===== config.mk =====
export PLATFORM = sky130hd
export DESIGN_NAME = instruction_fetch_unit
export DESIGN_NICKNAME = d
export VERILOG_FILES = /design/src/rtl/instruction_fetch_unit.sv
export SDC_FILE = /design/constraint.sdc
export NUM_CORES = 1
export LEC_CHECK = 0
export CORE_MARGIN = 4
export CORE_UTILIZATION = 25
export DETAILED_ROUTE_END_ITERATION = 8
export GPL_TIMING_DRIVEN = 0
export PLACE_DENSITY = 0.41
export SYNTH_ARGS = -nofsm -noshare
export SYNTH_HDL_FRONTEND = slang
export SYNTH_SLANG_ARGS = --single-unit
export TNS_END_PERCENT = 30

===== constraint.sdc =====
create_clock -name clk -period 3.9 [get_ports clk]
set_input_delay 0.975 -clock clk [delete_from_list [all_inputs] [get_ports clk]]
set_output_delay 0.975 -clock clk [all_outputs]
set_load 0.05 [all_outputs]

===== src/rtl/instruction_fetch_unit.sv =====
// rtl/instruction_fetch_unit.sv - prefetching instruction fetch unit with branch redirect and flush
// Optional feature macro: FETCH_BYPASS_EN (forward a response straight to decode when the buffer is empty)
module instruction_fetch_unit #(
    parameter int                 BITSIZE    = 32,
    parameter int                 FIFO_DEPTH = 4,
    parameter logic [BITSIZE-1:0] RESET_ADDR = '0
) (
    input  logic               clk,
    input  logic               resetn_i,
    input  logic               fetch_next_i,
    output logic [31:0]        instruction_o,
    output logic [BITSIZE-1:0] pc_o,
    output logic               fetch_valid_o,
    input  logic               branch_i,
    input  logic [BITSIZE-1:0] branch_addr_i,
    output logic               mem_req_o,
    output logic [BITSIZE-1:0] mem_addr_o,
    input  logic               mem_gnt_i,
    input  logic               mem_rvalid_i,
    input  logic [31:0]        mem_rdata_i
);
    localparam int PW = (FIFO_DEPTH > 1) ? $clog2(FIFO_DEPTH) : 1;
    localparam int CW = PW + 1;
    localparam int OW = PW + 2;
    localparam logic [BITSIZE-1:0] WORD_MASK  = ~(BITSIZE'(3));
    localparam logic [BITSIZE-1:0] START_ADDR = RESET_ADDR & WORD_MASK;
    localparam logic [BITSIZE-1:0] STEP       = BITSIZE'(4);

    typedef enum logic [1:0] {IDLE, FETCH, DRAIN} state_t;

    state_t             state_q;
    logic [BITSIZE-1:0] addr_q;
    logic [BITSIZE-1:0] tgt_q;
    logic               tgt_pend_q;
    logic               req_hold_q;
    logic [BITSIZE-1:0] resp_pc_q;
    logic [OW-1:0]      outst_q;
    logic [OW-1:0]      drop_q;

    logic [31:0]        data_mem [FIFO_DEPTH];
    logic [BITSIZE-1:0] pc_mem   [FIFO_DEPTH];
    logic [PW-1:0]      rd_ptr_q;
    logic [PW-1:0]      wr_ptr_q;
    logic [CW-1:0]      count_q;

    logic               room;
    logic               grant;
    logic               req_stall;
    logic               dropping;
    logic               keep;
    logic               fifo_empty;
    logic               bypass;
    logic               consume;
    logic               fifo_push;
    logic               fifo_pop;
    logic [BITSIZE-1:0] target;
    logic [OW-1:0]      outst_next;
    logic [OW-1:0]      outst_after_resp;
    logic [OW-1:0]      drop_load;
    logic [OW-1:0]      drop_next;

    assign target     = branch_addr_i & WORD_MASK;
    assign fifo_empty = (count_q == '0);

    // Buffered entries plus in-flight requests never exceed the buffer, so rvalid needs no back-pressure.
    assign room       = (OW'(count_q) + outst_q) < OW'(FIFO_DEPTH);
    assign mem_req_o  = req_hold_q || ((state_q == FETCH) && room);
    assign mem_addr_o = addr_q;
    assign grant      = mem_req_o && mem_gnt_i;
    assign req_stall  = mem_req_o && !mem_gnt_i;

    assign dropping   = mem_rvalid_i && (drop_q != '0);
    assign keep       = mem_rvalid_i && (drop_q == '0) && !branch_i;

`ifdef FETCH_BYPASS_EN
    assign bypass     = keep && fifo_empty;
`else
    assign bypass     = 1'b0;
`endif

    assign fetch_valid_o = !fifo_empty || bypass;
    assign consume       = fetch_valid_o && fetch_next_i && !branch_i;
    assign fifo_pop      = consume && !fifo_empty;
    assign fifo_push     = keep && !(bypass && consume);

    always_comb begin
        instruction_o = '0;
        pc_o          = '0;
        if (!fifo_empty) begin
            instruction_o = data_mem[rd_ptr_q];
            pc_o          = pc_mem[rd_ptr_q];
        end else if (bypass) begin
            instruction_o = mem_rdata_i;
            pc_o          = resp_pc_q;
        end
    end

    assign outst_next       = outst_q + OW'(grant) - OW'(mem_rvalid_i);
    assign outst_after_resp = outst_q - OW'(mem_rvalid_i);
    // Everything already granted plus a stalled request belongs to the old path.
    assign drop_load        = outst_next + OW'(req_stall);

    always_comb begin
        drop_next = drop_q;
        if (branch_i) begin
            drop_next = drop_load;
        end else if (dropping) begin
            drop_next = drop_q - OW'(1);
        end
    end

    always_ff @(posedge clk or negedge resetn_i) begin
        if (!resetn_i) begin
            state_q    <= IDLE;
            addr_q     <= START_ADDR;
            tgt_q      <= '0;
            tgt_pend_q <= 1'b0;
            req_hold_q <= 1'b0;
            resp_pc_q  <= START_ADDR;
            outst_q    <= '0;
            drop_q     <= '0;
            rd_ptr_q   <= '0;
            wr_ptr_q   <= '0;
            count_q    <= '0;
        end else begin
            outst_q    <= outst_next;
            drop_q     <= drop_next;
            req_hold_q <= req_stall;

            if (grant) begin
                if (tgt_pend_q) begin
                    addr_q     <= tgt_q;
                    tgt_pend_q <= 1'b0;
                end else begin
                    addr_q <= addr_q + STEP;
                end
            end

            // A stalled request keeps its old address; the new target is parked until it is granted.
            if (branch_i) begin
                resp_pc_q <= target;
                if (req_stall) begin
                    tgt_q      <= target;
                    tgt_pend_q <= 1'b1;
                end else begin
                    addr_q     <= target;
                    tgt_pend_q <= 1'b0;
                end
            end else if (keep) begin
                resp_pc_q <= resp_pc_q + STEP;
            end

            if (branch_i) begin
                rd_ptr_q <= '0;
                wr_ptr_q <= '0;
                count_q  <= '0;
            end else begin
                if (fifo_push) begin
                    wr_ptr_q <= wr_ptr_q + PW'(1);
                end
                if (fifo_pop) begin
                    rd_ptr_q <= rd_ptr_q + PW'(1);
                end
                count_q <= count_q + CW'(fifo_push) - CW'(fifo_pop);
            end

            case (state_q)
                IDLE: begin
                    state_q <= FETCH;
                end
                FETCH: begin
                    if (branch_i && (outst_after_resp != '0)) begin
                        state_q <= DRAIN;
                    end
                end
                DRAIN: begin
                    if (drop_next == '0) begin
                        state_q <= FETCH;
                    end
                end
                default: begin
                    state_q <= IDLE;
                end
            endcase
        end
    end

    always_ff @(posedge clk) begin
        if (fifo_push) begin
            data_mem[wr_ptr_q] <= mem_rdata_i;
            pc_mem[wr_ptr_q]   <= resp_pc_q;
        end
    end

endmodule


==> results.yml, run 1 <==
run_status:
  run_status: "finished clean"
synthesis:
  async_reset_ff_frac: 0.3092
  post_synth_inst_count: 1083
  yosysWarningCount: 0
  synth.avg_cell_area_sq_um: 14.46
  number_of_flops_mapped_to_enable_cells_by_yosys: 248
  synth_area_sq_mm: 0.01567
  ys_dominant_reg_cell: "edfxtp_1"
  portion_of_the_post_synthesis_area_used_by_sequential_elements: 0.6527
  synth_seq_cells: 359
  ys_types: 67
worst_hold_path:
  holdCritPathClass: "primary input to async pin"
sta:
  timing.clock.skew_ns: 0.01930
  drv_slew: 0
  worst_slew_margin_rel: 0.4773
  grt_setup_unrepaired: "true"
  report.final.hold_viol_count: 0
  period_needed_ns: 3.761
  final.period_utilization: 0.9643
  finalSetupViolations: 0
  worst-slew-pin-transition_ns: 0.7841
  finalWorstSetupSlack_ns: 0.1392
  timing.fmax_mhz: 265.9
floorplanning:
  io_pins: 168
  core_sq_mm: 0.06183
  rows: 91
  die_height_microns: 258.3
  floorplan.initialDensity: 0.2534
  fp.dieW_microns: 258.3
  fp.dieArea_sq_mm: 0.06673
layout:
  syn2layout_area_growth_pct: 27.47
  final-instance-count-excl-fill: 2170
  finish.instance_area_sq_mm: 0.01997
  layout-drive-gt1-share: 0.1553
  fillcell_total: 6159
  fin_nets: 1390
  n_antenna_cell: 0
  post-route-util: 0.3230
global_route:
  grt_max_degree: 57
  antenna_violations_before_repair: 0
  gr-usage-met2: 0.2072
  grt_most_used_layer: "met2"
  first_pass_grt_wire_length_mm: 66.11
  gr_util_met1: 0.1773
  grt_util_met3: 0.03069
  vias_in_the_first_global_route: 10310
  total_grt_usage: 0.1297
  grt_overflow: 0
power:
  ir_drop_v: 0.0003463
  p_total_mw: 14.10
  leakagePower_nw: 7.166
  power-per-cell-area_mw_per_mm2: 706.3
clocking:
  deepest_level_of_the_cts_h_tree: 2
  cts-hold-fix-buffers: 0
  number_of_buffers_inserted_during_clock_tree_synthesis: 44
  worstSkewPairLatency_ns: 0.57
  tritoncts_clock_tree: "built"
  root_buffer: "clkbuf_16"
  cts_buffer_depth: 3
  numClockSinks: 359
  clock_transition_at_the_register_clock_pins_on_the_worst_setup_and_hold_paths_after_cts_ns: 0.07
setup_path:
  worstPathMaxFanout: 10
  crit_path_cell_trace: "or3_1, clkbuf_2, clkbuf_1, and2_1, clkdlybuf4s15_1"
  critPathRequiredTime_ns: 2.92
  slowest_delay_ns: 0.49
  critPathTopFamily: "buffers and inverters"
  buf_inv_stages_crit_path: 3
  worstSetupEndpointType: "primary output"
  cp_slowest_cell: "clkdlybuf4s15_1"
  timing.setup.critical_path_class: "flop to primary output"
  critical_path.startpoint_type: "flop"
  crit_arrival_ns: 2.79
route:
  route.detailed.drc: 0
  ant_nets: 0
  firstDrtPassIters: 5
  drt_wl_total_mm: 44.08
  initialDrtViolationCount: 707
  dr_total_vias: 9877
  vias_per_cell: 4.552
  wl_per_cell_microns: 20.31
place:
  globalplace.congestion: 0.8551
  post_dp_cell_area_sq_mm: 0.01850
  post_detail_place_hpwl_mm: 29.74
  buffer_ports.inserted: 162
  placed_cells: 2088
  place_worst_setup_slack_ns: -0.9633
run:
  drv_cap: 0
==> layer usage <==
metal,share of wire,vias to the layer above
li1,-,4532
met1,0.45,4973
met3,0.054,79
met4,0.025,0
met2,0.47,293
met5,0,-
==> where the power goes <==
group	internal (mW)	switching, mW	total [mW]	leakage, nW
Combinational	1.83	3.17	4.99	2.89
Clock	2.40	1.62	4.02	0.685
Sequential	4.55	0.545	5.09	3.59
==> kinds of logic (layout without fill, tap and decap cells) <==
kind of cell    after synthesis  after routing  share of synthesized area
simple gates                314            314                     0.1025
mux                          98             98                     0.1147
compound gates              161            161                    0.06382
flops                       359            359                     0.6527
fa+ha+maj                    21             21                    0.01773
other cells                   1              2                  0.0002394
buf+inv                      86            335                    0.02340
xor+xnor                     43             43                    0.02492
==> cell usage in the layout (no fill, tap or decap), types with 19 or more instances in the layout <==
cell type        instances
mux2_1                  30
a21oi_1                 36
dlygate4sd2_1           43
nor2_1                  61
clkbuf_16               46
mux4_2                  62
clkbuf_1                33
inv_1                   25
o21ai_1                 21
nand2_1                 92
edfxtp_1               248
xor2_1                  23
and2_1                  63
nand4_1                 19
nand3_1                 21
clkdlybuf4s50_1        101
dfrtp_1                107
o21ai_0                 39
==> registers in the layout, summed over array words and instances, names as in the netlist <==
register,count
data_mem,128
pc_mem,120
mem_addr_o,32
resp_pc_q,30
tgt_q,30
drop_q,4
outst_q,4
count_q,3
rd_ptr_q,2
state_q,2
wr_ptr_q,2
req_hold_q,1
tgt_pend_q,1
==> area by class of cell <==
class	count	area (sq um)	area share
Multi-Input combinational cell	639	5166	0.2587
Timing Repair Buffer	172	1714	0.08584
Tap cell	837	1047	0.05245
Clock buffer	57	1222	0.06122
Sequential cell	359	10230	0.5124
Buffer	57	282.8	0.01416
Inverter	26	102.6	0.005138
Clock inverter	23	200.2	0.01003
==> worst paths after layout <==
check / startpoint / to / slack (ns) / depth (start not counted)
min in group clk: tgt_q[8]$_DFFE_PN0P_ / tgt_q[8]$_DFFE_PN0P_ / 0.49 / 1
max in group asynchronous: resetn_i / rd_ptr_q[0]$_DFFE_PN0P_ / 2.81 / 2
min: resetn_i / tgt_q[28]$_DFFE_PN0P_ / 0.36 / 1
min reg2reg: tgt_q[8]$_DFFE_PN0P_ / tgt_q[8]$_DFFE_PN0P_ / 0.49 / 1
max: count_q[1]$_DFF_PN0_ / pc_o[10] / 0.14 / 5
max reg2reg: outst_q[1]$_DFF_PN0_ / state_q[0]$_DFFE_PN0P_ / 0.18 / 17
==> Yosys cell counts (all sizes together), types with 4 or more instances <==
cell      n  share of area
a211oi    4         0.0027
a21oi    37          0.012
a31oi     4         0.0016
a41oi     4         0.0022
and2     63          0.025
and3     17         0.0068
and4      6         0.0034
buf      25         0.0088
clkbuf   35         0.0084
dfrtp   111           0.18
edfxtp  248           0.48
ha       19          0.015
inv      26         0.0062
mux2     32          0.023
mux2i     4         0.0026
mux4     62          0.089
nand2    92          0.022
nand3    21         0.0067
nand4    19         0.0076
nor2     61          0.015
nor2b     5         0.0020
nor3     11         0.0045
nor4      4         0.0020
o211ai    4         0.0019
o21ai    60          0.019
o22ai     9         0.0036
o31a      4         0.0022
o31ai    10         0.0048
or3       4         0.0016
xnor2    19          0.011
xor2     23          0.013
==> worst register-to-register path: stages (launching register included) <==
cell     delay (ns)
dfrtp_2        0.45
ha_4           0.26
a31o_4         0.25
a211o_1        0.24
o311a_4        0.15
inv_6          0.07
ha_1           0.21
inv_1          0.06
ha_2           0.17
inv_1          0.06
fa_2           0.40
xnor2_2        0.16
or3b_4         0.37
xnor3_1        0.20
a21oi_2        0.17
nor4_2         0.05
buf_4          0.15
o211a_1        0.19
==> through the flow <==
stage | hold WS, ns | setup TNS, ns
floorplan | 0.4551 | 0
global placement | 0.4767 | -859.61
detailed placement | 0.4835 | -7.879
CTS | 0.3611 | -0.1613
global route | 0.3965 | -0.08209
finish | 0.3645 | 0
==> timing repair <==
item,4_1_cts,5_1_grt
pin swaps,1,6
setup endpoints to repair,66,12
setup buffers,2,3
resized for setup,82,33
(Power assumes the default switching activity.)
==> run 2: changes to the inputs <==
--- a/config.mk
+++ b/config.mk
@@ -10,6 +10,7 @@
 export DETAILED_ROUTE_END_ITERATION = 8
 export GPL_TIMING_DRIVEN = 0
 export PLACE_DENSITY = 0.41
+export SKIP_LAST_GASP = 1
 export SYNTH_ARGS = -nofsm -noshare
 export SYNTH_HDL_FRONTEND = slang
 export SYNTH_SLANG_ARGS = --single-unit
==> run 2 against run 1 <==
The run now ends with negative setup slack left. Via count up 0.44%. Combinational power up 1%. Wire length down 0.15%. Worst setup slack worse by 0.20 ns. First-iteration DRC count down 0.14%. Count of clock-buffer cells in the layout unchanged. Largest power group unchanged. Largest cell class unchanged. Final cell count about the same. Worst hold slack better by 0.00092 ns.
==> results.yml, run 2 (synthesis results as in run 1) <==
place:
  buffer_ports.inserted: 162
  place_worst_setup_slack_ns: -0.9633
  placed_cells: 2088
  post_detail_place_hpwl_mm: 29.74
  globalplace.congestion: 0.8551
sta:
  final.period_utilization: 1.017
  finalSetupViolations: 16
  period_needed_ns: 3.965
  finalWorstSetupSlack_ns: -0.06490
  drv_slew: 0
  timing.clock.skew_ns: 0.02141
  grt_setup_unrepaired: "true"
  report.final.hold_viol_count: 0
  finalHoldWorstSlack_ns: 0.3654
  worst_slew_margin_rel: 0.4632
  setup_total_negative_slack_ns: -0.6015
  worst-slew-pin-transition_ns: 0.8052
  timing.fmax_mhz: 252.2
power:
  ir_drop_v: 0.0003460
  leakagePower_nw: 7.136
  power-per-cell-area_mw_per_mm2: 707.4
run:
  drv_cap: 0
route:
  route.detailed.drc: 0
  vias_per_cell: 4.574
  dr_total_vias: 9920
  drt_wl_total_mm: 44.01
  ant_nets: 0
  initialDrtViolationCount: 706
  firstDrtPassIters: 5
  wl_per_cell_microns: 20.29
layout:
  number_of_flip_flops_in_the_largest_register: 128
  fin_nets: 1388
  multiInputGateArea_sq_mm: 0.005127
  syn2layout_area_growth_pct: 27.72
  layout.cells.most_common_list: "248 x edfxtp_1, 131 x clkdlybuf4s50_1, 108 x dfrtp_1"
  layout_commonest_cell: "edfxtp_1"
  seqCellArea_sq_mm: 0.01023
  layout-drive-gt1-share: 0.1443
  fillcell_total: 6145
  final-instance-count-excl-fill: 2169
  largest_register: "data_mem"
setup_path:
  r2r-start: "outst_q[1]$_DFF_PN0_"
  worstSetupEndpointType: "primary output"
  cp_slowest_cell: "clkdlybuf4s50_1"
  critPathRequiredTime_ns: 2.92
  worstReg2RegEnd: "state_q[0]$_DFFE_PN0P_"
  buf_inv_stages_crit_path: 3
  most_repeated_library_cell_on_the_critical_path: "clkbuf_2"
  timing.setup.critical_path_class: "flop to primary output"
  critical_path.startpoint_type: "flop"
  worstPathMaxFanout: 10
  crit_path_cell_trace: "or3_1, clkbuf_2, clkbuf_2, and2_1, clkdlybuf4s50_1"
  ff2ff_path_depth: 17
  crit_arrival_ns: 2.99
  reg2reg_slack_ns: 0
  slowest_delay_ns: 0.70
  critPathTopFamily: "buffers and inverters"
clocking:
  clock_transition_at_the_register_clock_pins_on_the_worst_setup_and_hold_paths_after_cts_ns: 0.07
  worstSkewPairLatency_ns: 0.57
  number_of_buffers_inserted_during_clock_tree_synthesis: 44
  tritoncts_clock_tree: "built"
  cts_buffer_depth: 3
  cts-hold-fix-buffers: 0
  deepest_level_of_the_cts_h_tree: 2
  numClockSinks: 359
  root_buffer: "clkbuf_16"
floorplanning:
  fp.dieArea_sq_mm: 0.06673
  core_sq_mm: 0.06183
  floorplan.initialDensity: 0.2534
  fp.dieW_microns: 258.3
  io_pins: 168
  rows: 91
  die_height_microns: 258.3
global_route:
  first_pass_grt_wire_length_mm: 66.13
  vias_in_the_first_global_route: 10300
  antenna_violations_before_repair: 0
  total_grt_usage: 0.1297
  grt_overflow: 0
  grt_max_degree: 57
worst_hold_path:
  holdCritPathClass: "primary input to async pin"
run_status:
  run_status: "complete, but fails checks"
  failing_checks: "negative setup slack"
[run 2: changes by cell type in the layout (fill, tap and decap cells not counted), sizes merged]
cell,before,now
clkbuf,99,93
dlygate4sd2,43,17
dlymetal6s2s,5,11
buf,35,30
diode,0,1
clkdlybuf4s15,3,2
clkdlybuf4s50,101,131
[run 2: worst reg2reg max path, cell delays in order, from the launching register on]
cell and delay, ns:
dfrtp_2 0.44, ha_1 0.31, a31o_2 0.28, a211o_1 0.28, o311a_4 0.17, inv_6 0.08, ha_1 0.21, inv_1 0.05
ha_1 0.16, inv_1 0.06, fa_2 0.35, xnor2_2 0.17, or3b_2 0.45, xnor3_1 0.20, a21oi_2 0.18, nor4_2 0.05
buf_4 0.15, o211a_1 0.19
[run 2: worst max path at each step]
stage	endpoint	cells past startpoint	from	slack (ns)
after CTS	pc_o[17]	5	count_q[0]$_DFF_PN0_	-0.27
after global routing	pc_o[3]	5	count_q[1]$_DFF_PN0_	-0.23
after floorplan	state_q[0]$_DFFE_PN0P_	17	outst_q[1]$_DFF_PN0_	0.03
after detailed placement	state_q[1]$_DFFE_PN0P_	15	mem_gnt_i	-0.96
final	instruction_o[7]	5	count_q[0]$_DFF_PN0_	-0.06
after global placement	resp_pc_q[6]$_DFFE_PN0N_	1	resetn_i	-3.12
[run 2: layout make-up]
class | count | area share
clock inverters | 23 | 0.01001
plain buffers | 57 | 0.01413
well taps | 837 | 0.05234
multi-input cells | 639 | 0.2563
clock buffers | 57 | 0.06110
diodes | 1 | 0.0001251
inverters | 26 | 0.005128
flip-flops and latches | 359 | 0.5114
repair buffers | 170 | 0.08955
[run 2: routing by layer]
metal | wire, microns | global-route usage
met5 | 0 | 0
met4 | 1139 | 0.03733
met2 | 20600 | 0.2070
met1 | 19730 | 0.1775
met3 | 2542 | 0.03069
[run 2: through the flow]
step	util	total power [mW]	area [sq um]
2_1_floorplan	-	8.396	15670
3_3_place_gp	0.2966	10.24	18340
3_5_place_dp	0.2992	10.23	18500
4_1_cts	0.3223	14.34	19930
5_1_grt	0.3236	14.93	20010
6_report	0.3236	14.15	20010
[run 2: repair_timing]
item	in CTS	in global routing
setup buffers	2	1
endpoints found under the setup margin	66	45
pin swaps	1	1
endpoints found under the hold margin	0	0
gates resized for setup	38	23
[run 2: power by group]
part	total, mW	switching (mW)	internal, mW
sequential	5.08	0.538	4.54
combinational	5.05	3.16	1.89
clock	4.02	1.62	2.40
total	14.2	5.31	8.84
==> run 3: changes to the inputs <==
--- a/config.mk
+++ b/config.mk
@@ -9,7 +9,7 @@
 export CORE_UTILIZATION = 25
 export DETAILED_ROUTE_END_ITERATION = 8
 export GPL_TIMING_DRIVEN = 0
-export PLACE_DENSITY = 0.41
+export PLACE_DENSITY_LB_ADDON = 0.12
 export SKIP_LAST_GASP = 1
 export SYNTH_ARGS = -nofsm -noshare
 export SYNTH_HDL_FRONTEND = slang
==> run 3 against run 2 <==
The flow now finishes without violations. Final area increased by 0.26%. Register-to-register slack better by 0.03 ns. Sequential power hardly changed. First-iteration DRC count down 23%. Sequential share of layout area fell by 0.15 points. Maximum frequency increased by 1.9%.
==> results.yml, run 3 (synthesis results as in run 1) <==
power:
  p_total_mw: 14.32
  share_clk_of_total_power: 0.294
  ir_drop_v: 0.0004582
  sw_frac_of_total: 0.3702
  combPwrFrac: 0.352
  share_seq_of_total_power: 0.355
  net-switching-power_mw: 5.300
  p_int_mw: 9.016
  power-per-cell-area_mw_per_mm2: 713.6
  leakagePower_nw: 7.196
run:
  drv_cap: 0
clocking:
  tritoncts_clock_tree: "built"
  cts_buffer_depth: 3
  clock_transition_at_the_register_clock_pins_on_the_worst_setup_and_hold_paths_after_cts_ns: 0.06
  worstSkewPairLatency_ns: 0.57
  numClockSinks: 359
  deepest_level_of_the_cts_h_tree: 2
  root_buffer: "clkbuf_16"
  number_of_buffers_inserted_during_clock_tree_synthesis: 44
sta:
  worst-slew-pin-transition_ns: 0.7381
  finalHoldWorstSlack_ns: 0.3305
  grt_setup_unrepaired: "true"
  timing.clock.skew_ns: 0.01917
  timing.fmax_mhz: 257.1
  finalSetupViolations: 0
  report.final.hold_viol_count: 0
  final.period_utilization: 0.9974
  period_needed_ns: 3.890
  worst_slew_margin_rel: 0.5079
  setup_total_negative_slack_ns: 0
  drv_slew: 0
  finalWorstSetupSlack_ns: 0.009975
floorplanning:
  io_pins: 168
  rows: 91
  fp.dieW_microns: 258.3
  floorplan.initialDensity: 0.2534
  core_sq_mm: 0.06183
  die_height_microns: 258.3
  fp.dieArea_sq_mm: 0.06673
route:
  firstDrtPassIters: 5
  ant_nets: 0
  dr_total_vias: 9805
  drt_wl_total_mm: 44.37
  wl_per_cell_microns: 20.45
  route.detailed.drc: 0
  initialDrtViolationCount: 545
  vias_per_cell: 4.518
place:
  post_dp_cell_area_sq_mm: 0.01850
  buffer_ports.inserted: 162
  place_worst_setup_slack_ns: -0.9101
  placed_cells: 2088
  post_detail_place_hpwl_mm: 29.90
  globalplace.congestion: 0.8409
setup_path:
  critPathTopFamily: "buffers and inverters"
  slowest_delay_ns: 0.70
  critPathRequiredTime_ns: 2.92
  buf_inv_stages_crit_path: 2
  crit_path_cell_trace: "buf_4, mux4_2, and2_1, clkdlybuf4s50_1"
  reg2reg_slack_ns: 0.03
  timing.setup.critical_path_class: "flop to primary output"
  worstReg2RegEnd: "state_q[0]$_DFFE_PN0P_"
  worstSetupEndpointType: "primary output"
  cp_slowest_cell: "clkdlybuf4s50_1"
  r2r-start: "outst_q[1]$_DFF_PN0_"
  worstPathMaxFanout: 10
  crit_arrival_ns: 2.92
  ff2ff_path_depth: 17
  critical_path.startpoint_type: "flop"
layout:
  syn2layout_area_growth_pct: 28.06
  finish.instance_area_sq_mm: 0.02006
  number_of_flip_flops_in_the_largest_register: 128
  final-instance-count-excl-fill: 2170
  layout_commonest_cell: "edfxtp_1"
  n_antenna_cell: 0
  layout.cells.most_common_list: "248 x edfxtp_1, 125 x clkdlybuf4s50_1, 109 x dfrtp_1"
  fin_nets: 1389
  largest_register: "data_mem"
  post-route-util: 0.3245
  layout-drive-gt1-share: 0.1455
run_status:
  run_status: "finished clean"
global_route:
  antenna_violations_before_repair: 1
  total_grt_usage: 0.1321
  first_pass_grt_wire_length_mm: 67.36
  vias_in_the_first_global_route: 10540
  grt_max_degree: 69
  grt_overflow: 0
worst_hold_path:
  holdCritPathClass: "primary input to async pin"
## run 3: what timing repair did
item | CTS | global route
endpoints found under the setup margin | 66 | 34
setup buffers | 2 | 2
hold buffers | 0 | 0
resized for setup | 51 | 12
pin swaps | 1 | 2
## run 3: worst max path at each step
stage / cells past startpoint / end / start / slack, ns
floorplan: 17 / state_q[0]$_DFFE_PN0P_ / outst_q[1]$_DFF_PN0_ / 0.03
global placement: 1 / resp_pc_q[5]$_DFFE_PN0N_ / resetn_i / -3.12
detailed placement: 15 / state_q[1]$_DFFE_PN0P_ / mem_gnt_i / -0.91
CTS: 5 / instruction_o[14] / count_q[0]$_DFF_PN0_ / -0.15
global route: 5 / instruction_o[10] / count_q[0]$_DFF_PN0_ / -0.14
finish: 4 / pc_o[3] / rd_ptr_q[0]$_DFFE_PN0P_ / 0.01
## run 3: final cells by class
| class | instances | area [sq um] |
|---|---|---|
| Inverter | 26 | 102.6 |
| Timing Repair Buffer | 171 | 1775 |
| Sequential cell | 359 | 10230 |
| Tap cell | 837 | 1047 |
| Buffer | 57 | 286.5 |
| Clock buffer | 55 | 1215 |
| Fill cell | 6184 | 41770 |
| Multi-Input combinational cell | 639 | 5122 |
| Clock inverter | 26 | 284.0 |
## run 3: metal layers
metal  track usage  up-vias  part of all wire
met5             0        -                 0
met4       0.04378        0             0.025
met3       0.02785       76             0.050
met2        0.2100      238              0.47
met1        0.1813     4964              0.46
li1              -     4527                 -
## run 3: power groups by stage
stage	registers, mW	logic [mW]	clock network, mW
detailed placement	5.13	5.13	0
CTS	5.09	5.09	4.37
floorplan	5.42	2.97	0
global route	5.15	5.43	4.54
global placement	5.13	5.12	0
finish	5.08	5.03	4.20
